--- config.mk ---
export PLATFORM = sky130hd
export DESIGN_NAME = lsu_spram
export DESIGN_NICKNAME = d
export VERILOG_FILES = /design/src/rtl/lsu_spram.sv
export SDC_FILE = /design/constraint.sdc
export NUM_CORES = 1
export LEC_CHECK = 0
export BUFFER_PORTS_ARGS = -buffer_cell sky130_fd_sc_hd__buf_2
export CORE_ASPECT_RATIO = 1.4
export CORE_MARGIN = 3
export CORE_UTILIZATION = 52
export CTS_BUF_LIST = sky130_fd_sc_hd__clkbuf_4
export CTS_CLUSTER_SIZE = 20
export DETAILED_ROUTE_END_ITERATION = 6
export HOLD_SLACK_MARGIN = 0.12
export MAX_ROUTING_LAYER = met4
export PLACE_DENSITY = 0.87
export SETUP_SLACK_MARGIN = 0.3
export SYNTH_ARGS = -nofsm -noshare
export SYNTH_HDL_FRONTEND = slang
export SYNTH_SLANG_ARGS = --single-unit
--- constraint.sdc ---
create_clock -name clk -period 3.2 [get_ports clk]
set_input_delay 0.32 -clock clk [delete_from_list [all_inputs] [get_ports clk]]
set_output_delay 0.32 -clock clk [all_outputs]
set_load 0.03 [all_outputs]
--- src/rtl/lsu_spram.sv ---
// Load/store unit in front of a single-port SRAM: decodes core requests into word
// address, lane-replicated write data and byte enables, then extends the returned load data.
module lsu_spram #(
    parameter logic [31:0] BASE_ADDR = 32'h0001_0000
) (
    input  logic        clk,
    input  logic        rst,
    input  logic        req_valid,
    output logic        req_ready,
    input  logic        req_we,
    input  logic [2:0]  req_funct3,
    input  logic [31:0] req_addr,
    input  logic [31:0] req_wdata,
    output logic        rsp_valid,
    input  logic        rsp_ready,
    output logic [31:0] rsp_rdata,
    output logic        rsp_error,
    output logic [13:0] mem_addr,
    output logic [31:0] mem_wdata,
    output logic        mem_wen,
    output logic [3:0]  mem_ben,
    input  logic [31:0] mem_rdata
);

    typedef enum logic [1:0] {IDLE, MEM, LWAIT, RESP} state_t;

    state_t      state, state_nxt;
    logic [2:0]  funct3_q;
    logic [1:0]  lane_q;
    logic        we_q;

    logic [31:0] off;
    logic        accept;
    logic        dec_err;
    logic [31:0] st_wdata;
    logic [3:0]  st_ben;
    logic [31:0] sh;
    logic [31:0] ld_data;

    assign off       = req_addr - BASE_ADDR;
    assign req_ready = (state == IDLE) && !rst;
    assign accept    = req_valid && req_ready;

    // NOTE: every variable written in always_comb gets a default first, so no path leaves it unassigned and no latch is inferred.
    always_comb begin
        dec_err = (off[31:16] != 16'd0);
        case (req_funct3)
            3'b000, 3'b100: ;
            3'b001, 3'b101: if (req_addr[0]) dec_err = 1'b1;
            3'b010:         if (req_addr[1:0] != 2'b00) dec_err = 1'b1;
            default:        dec_err = 1'b1;
        endcase
        if (req_we && req_funct3[2]) dec_err = 1'b1;
    end

    // Sub-word stores replicate the data on every lane; byte enables pick the target lane.
    always_comb begin
        st_wdata = req_wdata;
        st_ben   = 4'b1111;
        case (req_funct3[1:0])
            2'b00: begin
                st_wdata = {4{req_wdata[7:0]}};
                st_ben   = 4'b0001 << req_addr[1:0];
            end
            2'b01: begin
                st_wdata = {2{req_wdata[15:0]}};
                st_ben   = req_addr[1] ? 4'b1100 : 4'b0011;
            end
            default: ;
        endcase
    end

    always_comb begin
        sh      = mem_rdata >> {lane_q, 3'b000};
        ld_data = mem_rdata;
        case (funct3_q)
            3'b000:  ld_data = {{24{sh[7]}}, sh[7:0]};
            3'b100:  ld_data = {24'd0, sh[7:0]};
            3'b001:  ld_data = {{16{sh[15]}}, sh[15:0]};
            3'b101:  ld_data = {16'd0, sh[15:0]};
            default: ld_data = mem_rdata;
        endcase
    end

    always_comb begin
        state_nxt = state;
        case (state)
            IDLE:    if (accept) state_nxt = dec_err ? RESP : MEM;
            MEM:     state_nxt = we_q ? RESP : LWAIT;
            LWAIT:   state_nxt = RESP;
            RESP:    if (rsp_ready) state_nxt = IDLE;
            default: state_nxt = IDLE;
        endcase
    end

    // NOTE: sequential state uses non-blocking assignments so all registers update together at the edge.
    always_ff @(posedge clk or posedge rst) begin
        if (rst) state <= IDLE;
        else     state <= state_nxt;
    end

    always_ff @(posedge clk or posedge rst) begin
        if (rst) begin
            funct3_q  <= 3'd0;
            lane_q    <= 2'd0;
            we_q      <= 1'b0;
            rsp_valid <= 1'b0;
            rsp_rdata <= 32'd0;
            rsp_error <= 1'b0;
            mem_addr  <= 14'd0;
            mem_wdata <= 32'd0;
            mem_wen   <= 1'b0;
            mem_ben   <= 4'd0;
        end else begin
            case (state)
                IDLE: if (accept) begin
                    funct3_q <= req_funct3;
                    lane_q   <= req_addr[1:0];
                    we_q     <= req_we;
                    if (dec_err) begin
                        rsp_valid <= 1'b1;
                        rsp_error <= 1'b1;
                        rsp_rdata <= 32'd0;
                    end else begin
                        mem_addr <= off[15:2];
                        mem_wen  <= req_we;
                        mem_ben  <= req_we ? st_ben : 4'd0;
                        if (req_we) mem_wdata <= st_wdata;
                    end
                end
                MEM: begin
                    // The SRAM samples on this edge; dropping the strobe keeps each write one cycle wide.
                    mem_wen <= 1'b0;
                    mem_ben <= 4'd0;
                    if (we_q) begin
                        rsp_valid <= 1'b1;
                        rsp_error <= 1'b0;
                        rsp_rdata <= 32'd0;
                    end
                end
                LWAIT: begin
                    rsp_valid <= 1'b1;
                    rsp_error <= 1'b0;
                    rsp_rdata <= ld_data;
                end
                RESP: if (rsp_ready) rsp_valid <= 1'b0;
                default: ;
            endcase
        end
    end

endmodule

==> impl_metrics.py, run 1 <==
metrics = {
    "global_routing": {
        "grt_overflow": 0,
        "grt_pass1_wl_mm": 22.9,
        "track_usage_pct": 25.9,
        "grt_max_degree": 50,
        "antenna_found_initial": 1,
        "first_global_vias": 4615,
    },
    "power_and_ir_drop": {
        "power.total_mw": 4.15,
        "pwr-share-comb_pct": 49.1,
        "power_frac_clock_pct": 15.1,
        "p_int_mw": 2.43,
        "swShare_pct": 41.5,
        "power.switching_mw": 1.72,
        "ir_drop_uv": 317,
        "cellLeakagePower_nw": 3.63,
        "power.density_mw_per_mm2": 626,
        "p_seq_share_pct": 35.8,
    },
    "setup_path": {
        "crit_fanout": 14,
        "cp_num_buf_inv": 2,
        "cpLargestDelayFamily": "simple AND/OR/NAND/NOR gates",
        "worstSetupStartpointType": "primary input",
        "crit_type": "in -> reg",
        "required_ps": 3540,
        "path_cells": "dlygate4sd3_1, buf_2, nor4_1, o211ai_1, nor3_4, nand3_2, mux2_4",
        "cpPeakStageDelay_ps": 550,
        "critPathCaptureType": "flip-flop",
        "critPathSlowestCell": "dlygate4sd3_1",
        "crit_arrival_ps": 2950,
    },
    "synthesis": {
        "synth_edf_count": 0,
        "synthArstFlopShare_pct": 100,
        "ys_types": 51,
        "yosys_register_bits": 93,
        "yosysTopAreaCell": "dfrtp_1",
        "synthTopCellsByArea": "dfrtp_1 (44%), mux2_4 (12%), mux2_2 (7.9%)",
        "synth_flop_cell": "dfrtp_1",
        "ys_seq_area_share_pct": 44.3,
        "ys_warn_count": 0,
        "syn_avg_cell_area_um2": 11.6,
        "syn-instance-count": 451,
        "synth_top_area_share_pct": 44.3,
        "mappedNetlistNets": 561,
        "syn_area_mm2": 0.00525,
    },
    "timing": {
        "fin_crit_ps": 2620,
        "setup_viol": 0,
        "slew_headroom_pct": 40.1,
        "timing.final.hold_violations": 0,
        "max_freq_ghz": 0.382,
        "finClkSkew_ps": 17.0,
        "fin_crit_sh_pct": 81.8,
        "slew_viol_final": 0,
        "setup_tns_ps": 0,
        "tightest_slew_ps": 899,
        "rsz0062_at_grt": "no",
    },
    "placed_design": {
        "hpwl_mm": 10.4,
        "gp_congestion": 0.870,
        "placed_cell_area_mm2": 0.00627,
        "io_buffers": 189,
    },
    "finish": {
        "nNetsFinal": 767,
        "mostFrequentLayoutCells": "buf_2 (189), dfrtp_1 (93), mux2_4 (43)",
        "layout_commonest_cell": "buf_2",
        "drive_above_1_share_pct": 47.1,
        "syn2layout_area_growth_pct": 26.4,
        "final_cell_area_mm2": 0.00663,
        "regArea_mm2": 0.00233,
        "fill_cells": 769,
        "multiInputGateArea_mm2": 0.00268,
    },
    "clock_network": {
        "numClockSinks": 93,
        "clk_path_buf_depth": 2,
        "postCtsSetupRepairBufs": 0,
        "root_buffer": "clkbuf_4",
        "cts_max_level": 3,
        "clk_latency_ps": 460,
        "tritoncts": "built",
        "path_clk_slew_ps": 140,
        "cts_buffers": 9,
    },
    "detailed_routing": {
        "antenna_left": 0,
        "drt-pass1-iter-count": 5,
        "wirelength_mm": 14.1,
        "wl_per_cell_um": 17.8,
        "route.detailed.drc": 0,
        "drtIter0Drc": 159,
        "vias": 4317,
        "drt-vias-per-instance": 5.43,
    },
    "floorplanning": {
        "die_h_um": 125,
        "start_util_pct": 54.3,
        "core_area_mm2": 0.00967,
        "fp.dieArea_mm2": 0.0113,
        "die_w_um": 90.9,
        "std_cell_rows": 42,
        "io_pins": 190,
    },
    "hold_path": {
        "hp-class": "in -> reg",
    },
    "outcome": {
        "status": "completed",
    },
    "job": {
        "maxCapViolCount": 0,
    },
}
## routing by layer
metal | vias up | track usage, % | routed length, um
met5 | - | - | 0
met4 | 0 | 12.4 | 476
met3 | 36 | 4.29 | 957
met2 | 205 | 44.1 | 7370
met1 | 2059 | 29.5 | 5340
li1 | 2017 | - | -
## per-stage QoR
| step | utilization (%) | hold slack (ps) | setup slack [ps] | cells |
|---|---|---|---|---|
| after floorplan | - | 425 | 460 | 451 |
| after global placement | 64.9 | 458 | 759 | 756 |
| after detailed placement | 64.9 | 470 | 654 | 756 |
| after CTS | 68.6 | 128 | 653 | 794 |
| after global routing | 68.6 | 137 | 464 | 795 |
| final | 68.6 | 157 | 584 | 795 |
## power groups by stage
stage | combinational [mW] | sequential [mW] | clock [mW]
after global routing | 2.21 | 1.51 | 0.696
after CTS | 2.04 | 1.48 | 0.648
after detailed placement | 2.02 | 1.51 | 0
after global placement | 1.95 | 1.50 | 0
after floorplan | 1.43 | 1.65 | 0
final | 2.04 | 1.48 | 0.628
## synthesized netlist by cell type (2+ instances only)
library cell / instances
a211oi_1: 2
a21boi_0: 2
a21o_1: 8
a21oi_1: 20
a22oi_1: 2
buf_1: 3
buf_2: 2
buf_6: 7
clkbuf_1: 12
dfrtp_1: 93
ha_1: 6
inv_1: 24
mux2_2: 37
mux2_4: 43
mux2i_1: 38
nand2_1: 33
nand2b_1: 2
nor2_1: 28
nor2b_1: 3
nor3_1: 2
nor3b_1: 16
nor4_1: 2
o21ai_0: 21
o221ai_1: 7
o22ai_1: 2
o2bb2ai_1: 4
or2_2: 8
## cells by family (layout without fill, tap and decap cells)
family	count (synthesis)	in the layout	share of synthesized area, %
DFF	93	93	44.3
xor gates and xnor gates	2	2	0.334
AOI/OAI and AO/OA	77	77	10.2
muxes	119	119	27.9
buffers and inverters	49	260	4.63
adders and majority gates	6	6	1.43
and+or+nand+nor	105	105	11.2
other	0	1	0
## path summary, 6_finish.rpt
kind	startpoint	end	slack, ps	cells after the start
min in group asynchronous	rst	rsp_valid$_DFFE_PP0P_	530	3
worst max-delay path	req_funct3[2]	mem_addr[3]$_DFFE_PP0P_	580	7
max in group asynchronous	rst	mem_addr[9]$_DFFE_PP0P_	1850	4
worst max register to register	state[0]$_DFFE_PP0P_	rsp_rdata[6]$_DFFE_PP0P_	640	9
worst min register to register	rsp_valid$_DFFE_PP0P_	rsp_valid$_DFFE_PP0P_	500	1
worst min-delay path	req_wdata[7]	mem_wdata[7]$_DFFE_PP0P_	160	2
## flip-flops by register name (all words and copies together), names as in the netlist
signal	count
funct3_q	3
lane_q	2
mem_addr	14
mem_ben	4
mem_wdata	32
mem_wen	1
rsp_error	1
rsp_rdata	32
rsp_valid	1
state	2
we_q	1
## timing repair
item	4_1_cts	5_1_grt
hold endpoints to repair	68	0
gates resized for setup	0	0
hold buffers	22	0
## layout make-up
cell class	instances	area share (%)
Antenna cell	1	0.0377
Clock buffer	9	1.02
Clock inverter	7	1.00
Inverter	24	1.38
Multi-Input combinational cell	309	40.4
Sequential cell	93	35.1
Tap cell	132	2.49
Timing Repair Buffer	220	18.6
Note: power is estimated with default switching activity, not from simulation.
==> inputs of run 2 (changes only) <==
Settings changed: CORE_UTILIZATION 52 to 47, PLACE_DENSITY 0.87 to 0.83.
Clock period 3.2 ns to 2.3 ns, I/O delays scaled along.
==> impl_metrics.py, run 2 (synthesis gave the netlist of run 1 again) <==
metrics = {
    "finish": {
        "final_cell_area_mm2": 0.00745,
        "top_regs": "mem_wdata x32, rsp_rdata x32, mem_addr x14",
        "nNetsFinal": 824,
        "n_antenna_cell": 0,
        "drive_above_1_share_pct": 50.3,
        "syn2layout_area_growth_pct": 42.0,
        "layout_commonest_cell": "buf_2",
        "mostFrequentLayoutCells": "buf_2 (189), dfrtp_1 (92), mux2_4 (58)",
    },
    "job": {
        "maxCapViolCount": 0,
    },
    "global_routing": {
        "grt_pass1_wl_mm": 25.5,
        "grt_overflow": 0,
        "track_usage_pct": 27.6,
        "grt_max_degree": 46,
        "first_global_vias": 5046,
        "antenna_found_initial": 0,
    },
    "detailed_routing": {
        "antenna_left": 0,
        "drt-pass1-iter-count": 5,
        "route.detailed.drc": 0,
        "vias": 4779,
        "drt-vias-per-instance": 5.56,
        "wirelength_mm": 16.6,
        "wl_per_cell_um": 19.3,
        "drtIter0Drc": 201,
    },
    "power_and_ir_drop": {
        "cellLeakagePower_nw": 4.05,
        "swShare_pct": 40.1,
        "p_int_mw": 4.12,
        "p_seq_share_pct": 29.5,
        "power.total_mw": 6.88,
        "ir_drop_uv": 418,
        "power_frac_clock_pct": 13.0,
        "power.switching_mw": 2.76,
        "pwr-share-comb_pct": 57.5,
        "power.density_mw_per_mm2": 923,
    },
    "timing": {
        "fin_crit_ps": 2090,
        "tightest_slew_ps": 553,
        "slew_viol_final": 0,
        "rsz0062_at_grt": "yes",
        "slew_headroom_pct": 63.1,
        "setup_ws_ps": 212,
        "timing.final.hold_violations": 0,
        "finClkSkew_ps": 19.1,
        "max_freq_ghz": 0.479,
        "setup_viol": 0,
        "setup_tns_ps": 0,
        "fin_crit_sh_pct": 90.8,
    },
    "setup_path": {
        "reg2reg_slack_ps": 210,
        "cpPeakStageDelay_ps": 450,
        "path_cells": "inv_4, ha_4, nor2b_4, and2_4, buf_6, buf_8, nand4_4, buf_6, buf_16, mux2_4",
        "crit_fanout": 7,
        "rr_worst_depth": 10,
        "crit_arrival_ps": 2420,
        "crit_type": "reg -> reg",
        "critPathSlowestCell": "dfrtp_2",
        "critPathCaptureType": "flip-flop",
        "cpLargestDelayFamily": "buffers and inverters",
        "cp_num_buf_inv": 5,
        "worstSetupStartpointType": "flip-flop",
        "timing.rr.end": "mem_wdata[9]$_DFFE_PP0P_",
        "path_common_cell": "buf_6",
        "rr_startpoint": "state[1]$_DFFE_PP0P_",
        "required_ps": 2640,
    },
    "placed_design": {
        "gp_congestion": 0.840,
        "hpwl_mm": 10.8,
        "dp_slack_ps": 37.9,
        "placed_cell_area_mm2": 0.00644,
        "io_buffers": 189,
    },
    "clock_network": {
        "tritoncts": "built",
        "path_clk_slew_ps": 140,
        "cts_buffers": 9,
        "clk_latency_ps": 440,
        "numClockSinks": 93,
        "cts_max_level": 3,
        "root_buffer": "clkbuf_4",
        "clk_path_buf_depth": 2,
    },
    "hold_path": {
        "whs_endpoint": "mem_wdata[29]$_DFFE_PP0P_",
        "min_from": "req_wdata[29]",
        "hold_depth": 4,
        "hp-class": "in -> reg",
    },
    "floorplanning": {
        "std_cell_rows": 45,
        "core_area_mm2": 0.0109,
        "die_w_um": 95.3,
        "start_util_pct": 48.3,
        "io_pins": 190,
        "die_h_um": 131,
        "fp.dieArea_mm2": 0.0125,
    },
    "outcome": {
        "status": "completed",
    },
}
## run 2: worst min-delay path, stage by stage
cell and delay, ps:
buf_2 80, nand2_1 50, o21ai_0 80, mux2_2 150
## run 2: stage by stage
stage	util (%)	std cells	hold slack, ps
after floorplan	-	451	335
after global placement	59.3	776	332
after detailed placement	59.3	776	333
after CTS	67.7	853	123
after global routing	68.6	860	142
final	68.6	860	162
## run 2: worst max-delay path by stage
stage	from	end	slack, ps	cells after the start
2_1_floorplan	state[0]$_DFFE_PP0P_	rsp_rdata[15]$_DFFE_PP0P_	140	8
3_3_place_gp	req_addr[16]	mem_addr[4]$_DFFE_PP0P_	100	7
3_5_place_dp	req_addr[16]	mem_addr[0]$_DFFE_PP0P_	40	7
4_1_cts	state[1]$_DFFE_PP0P_	mem_wdata[8]$_DFFE_PP0P_	230	10
5_1_grt	state[1]$_DFFE_PP0P_	mem_wdata[8]$_DFFE_PP0P_	160	10
6_report	state[1]$_DFFE_PP0P_	mem_wdata[9]$_DFFE_PP0P_	210	10
## run 2: power groups by stage
stage | clock network (mW) | registers [mW] | logic [mW]
final | 0.893 | 2.03 | 3.96
after global routing | 0.970 | 2.06 | 4.22
after CTS | 0.913 | 2.03 | 3.82
after detailed placement | 0 | 2.07 | 3.03
after global placement | 0 | 2.05 | 2.93
after floorplan | 0 | 2.30 | 2.03
## run 2: area by class of cell
class / count / area, um2
multi-input combinational: 309 / 2790
sequential: 93 / 2330
clock inverter: 5 / 51.3
inverter: 24 / 96.3
timing repair buffer: 277 / 1930
fill: 773 / 3410
tap: 141 / 176
clock buffer: 11 / 82.6
## run 2: routing by layer
metal | vias up | routed length [um] | track usage, %
met4 | 0 | 674 | 14.5
met2 | 258 | 8730 | 47.9
met3 | 48 | 1220 | 5.27
met1 | 2342 | 5990 | 29.4
li1 | 2131 | - | -
met5 | - | 0 | -
## run 2: what timing repair did
| action | CTS | global route |
|---|---|---|
| pin swaps | 5 | 3 |
| hold buffers | 38 | 0 |
| buffers inserted | 18 | 7 |
| gates resized for setup | 30 | 6 |
| gates cloned | 5 | 0 |
| endpoints found under the hold margin | 61 | 0 |
| endpoints found under the setup margin | 56 | 81 |
==> inputs of run 3 (changes only) <==
--- a/config.mk
+++ b/config.mk
@@ -21 +21,2 @@
 export SYNTH_SLANG_ARGS = --single-unit
+export TNS_END_PERCENT = 20
==> constraint.sdc (replaced) <==
create_clock -name clk -period 2.3 [get_ports clk]
set_input_delay 0.115 -clock clk [delete_from_list [all_inputs] [get_ports clk]]
set_output_delay 0.115 -clock clk [all_outputs]
set_load 0.03 [all_outputs]
==> impl_metrics.py, run 3 (synthesis gave the netlist of run 1 again) <==
metrics = {
    "finish": {
        "fin_util_pct": 69.2,
        "n_antenna_cell": 0,
        "layout_commonest_cell": "buf_2",
        "mostFrequentLayoutCells": "buf_2 (189), dfrtp_1 (93), dlygate4sd3_1 (72)",
        "drive_above_1_share_pct": 46.3,
        "top_regs": "mem_wdata x32, rsp_rdata x32, mem_addr x14",
        "syn2layout_area_growth_pct": 43.3,
        "fill_cells": 779,
        "nNetsFinal": 838,
    },
    "setup_path": {
        "path_cells": "inv_2, ha_4, nor2b_4, and2_4, o22ai_4, a211oi_4, buf_6, buf_12, mux2_2",
        "required_ps": 2630,
        "crit_type": "reg -> reg",
        "worstSetupStartpointType": "flip-flop",
        "rr_startpoint": "state[1]$_DFFE_PP0P_",
        "crit_fanout": 5,
        "critPathSlowestCell": "dfrtp_1",
        "reg2reg_slack_ps": 280,
        "timing.rr.end": "rsp_rdata[15]$_DFFE_PP0P_",
        "rr_worst_depth": 9,
        "critPathCaptureType": "flip-flop",
        "cpPeakStageDelay_ps": 410,
        "crit_start": "state[1]$_DFFE_PP0P_",
        "crit_arrival_ps": 2350,
    },
    "detailed_routing": {
        "drt-vias-per-instance": 5.43,
        "vias": 4739,
        "wl_met3_mm": 1.09,
        "route.detailed.drc": 0,
        "wirelength_mm": 16.2,
        "drt-pass1-iter-count": 5,
        "antenna_left": 0,
        "wl_per_cell_um": 18.5,
        "drtIter0Drc": 174,
        "top_layer": "met4",
        "wl_met1_mm": 6.14,
        "wl_met2_mm": 8.51,
    },
    "global_routing": {
        "antenna_found_initial": 0,
        "track_usage_pct": 25.8,
        "grt_max_degree": 94,
        "grt_overflow": 0,
        "first_global_vias": 4918,
        "grt_pass1_wl_mm": 23.9,
    },
    "timing": {
        "fin_crit_sh_pct": 87.8,
        "timing.final.hold_violations": 0,
        "fin_crit_ps": 2020,
        "setup_viol": 0,
        "slew_headroom_pct": 64.9,
        "setup_tns_ps": 0,
        "max_freq_ghz": 0.495,
        "finClkSkew_ps": 17.0,
        "slew_viol_final": 0,
        "setup_ws_ps": 280,
        "tightest_slew_ps": 526,
        "rsz0062_at_grt": "yes",
    },
    "job": {
        "maxCapViolCount": 0,
    },
    "placed_design": {
        "dp_slack_ps": 183,
        "hpwl_mm": 10.1,
        "io_buffers": 189,
        "gp_congestion": 0.821,
    },
    "power_and_ir_drop": {
        "ir_drop_uv": 541,
        "power.total_mw": 6.95,
        "cellLeakagePower_nw": 4.03,
        "power.density_mw_per_mm2": 925,
    },
    "outcome": {
        "status": "completed",
    },
    "clock_network": {
        "clk_latency_ps": 440,
        "root_buffer": "clkbuf_4",
        "cts_max_level": 3,
        "path_clk_slew_ps": 140,
        "cts_buffers": 9,
        "tritoncts": "built",
        "numClockSinks": 93,
        "clk_path_buf_depth": 2,
    },
    "floorplanning": {
        "std_cell_rows": 45,
        "die_h_um": 131,
        "io_pins": 190,
        "start_util_pct": 48.3,
        "fp.dieArea_mm2": 0.0125,
        "core_area_mm2": 0.0109,
        "die_w_um": 95.3,
    },
    "hold_path": {
        "min_from": "mem_rdata[12]",
        "hp-class": "in -> reg",
        "hold_depth": 4,
        "whs_endpoint": "rsp_rdata[12]$_DFFE_PP0P_",
    },
}
## run 3: cell count changes in the layout (fill, tap and decap cells not counted), sizes merged
cell	before	now
clkbuf	11	12
clkinv	3	2
dlygate4sd3	38	72
buf	238	217
bufinv	1	2
bufbuf	1	0
## run 3: layout make-up
class	count	area, um2	area share (%)
Multi-Input combinational cell	309	2740	36.5
Clock inverter	5	76.3	1.02
Sequential cell	93	2330	31.0
Tap cell	141	176	2.35
Inverter	24	93.8	1.25
Timing Repair Buffer	291	2030	27.0
Clock buffer	10	75.1	0.999
## run 3: metal layers
layer | vias to the layer above | GRT usage [%]
met2 | 221 | 43.5
li1 | 2148 | -
met3 | 38 | 5.33
met4 | 0 | 11.5
met5 | - | -
met1 | 2332 | 29.4
## run 3: worst max-delay path by stage
stage / slack (ps) / cells past startpoint / to
floorplan: 140 / 8 / rsp_rdata[15]$_DFFE_PP0P_
global placement: 260 / 6 / rsp_rdata[23]$_DFFE_PP0P_
detailed placement: 180 / 8 / rsp_rdata[19]$_DFFE_PP0P_
CTS: 250 / 9 / rsp_rdata[27]$_DFFE_PP0P_
global route: 220 / 9 / rsp_rdata[29]$_DFFE_PP0P_
finish: 280 / 9 / rsp_rdata[15]$_DFFE_PP0P_
## run 3: power breakdown
group | switching (mW) | total, mW | internal [mW]
Clock | 0.556 | 0.999 | 0.443
Combinational | 2.00 | 3.93 | 1.94
Sequential | 0.166 | 2.02 | 1.86
Total | 2.72 | 6.95 | 4.24
## run 3: through the flow
step                hold slack (ps)  cells  cell area, um2
global route                    148    873            7520
CTS                             133    867            7400
global placement                313    770            6400
floorplan                       220    451            5300
detailed placement              326    770            6400
finish                          153    873            7520
## run 3: what timing repair did
action | CTS | global route
hold endpoints to repair | 159 | 0
setup endpoints to repair | 48 | 44
gates resized for setup | 6 | 6
pin swaps | 2 | 4
hold buffers | 72 | 0
cloned | 3 | 2
buffers inserted | 7 | 4
## run 3: worst max-delay path, delay by kind of cell (launching register included)
family                     cells  cell delay [ps]
AOI/OAI and AO/OA              2              250
adders and majority gates      1              140
buffers and inverters          3              450
DFF                            1              410
muxes                          1              330
and+or+nand+nor                2              320
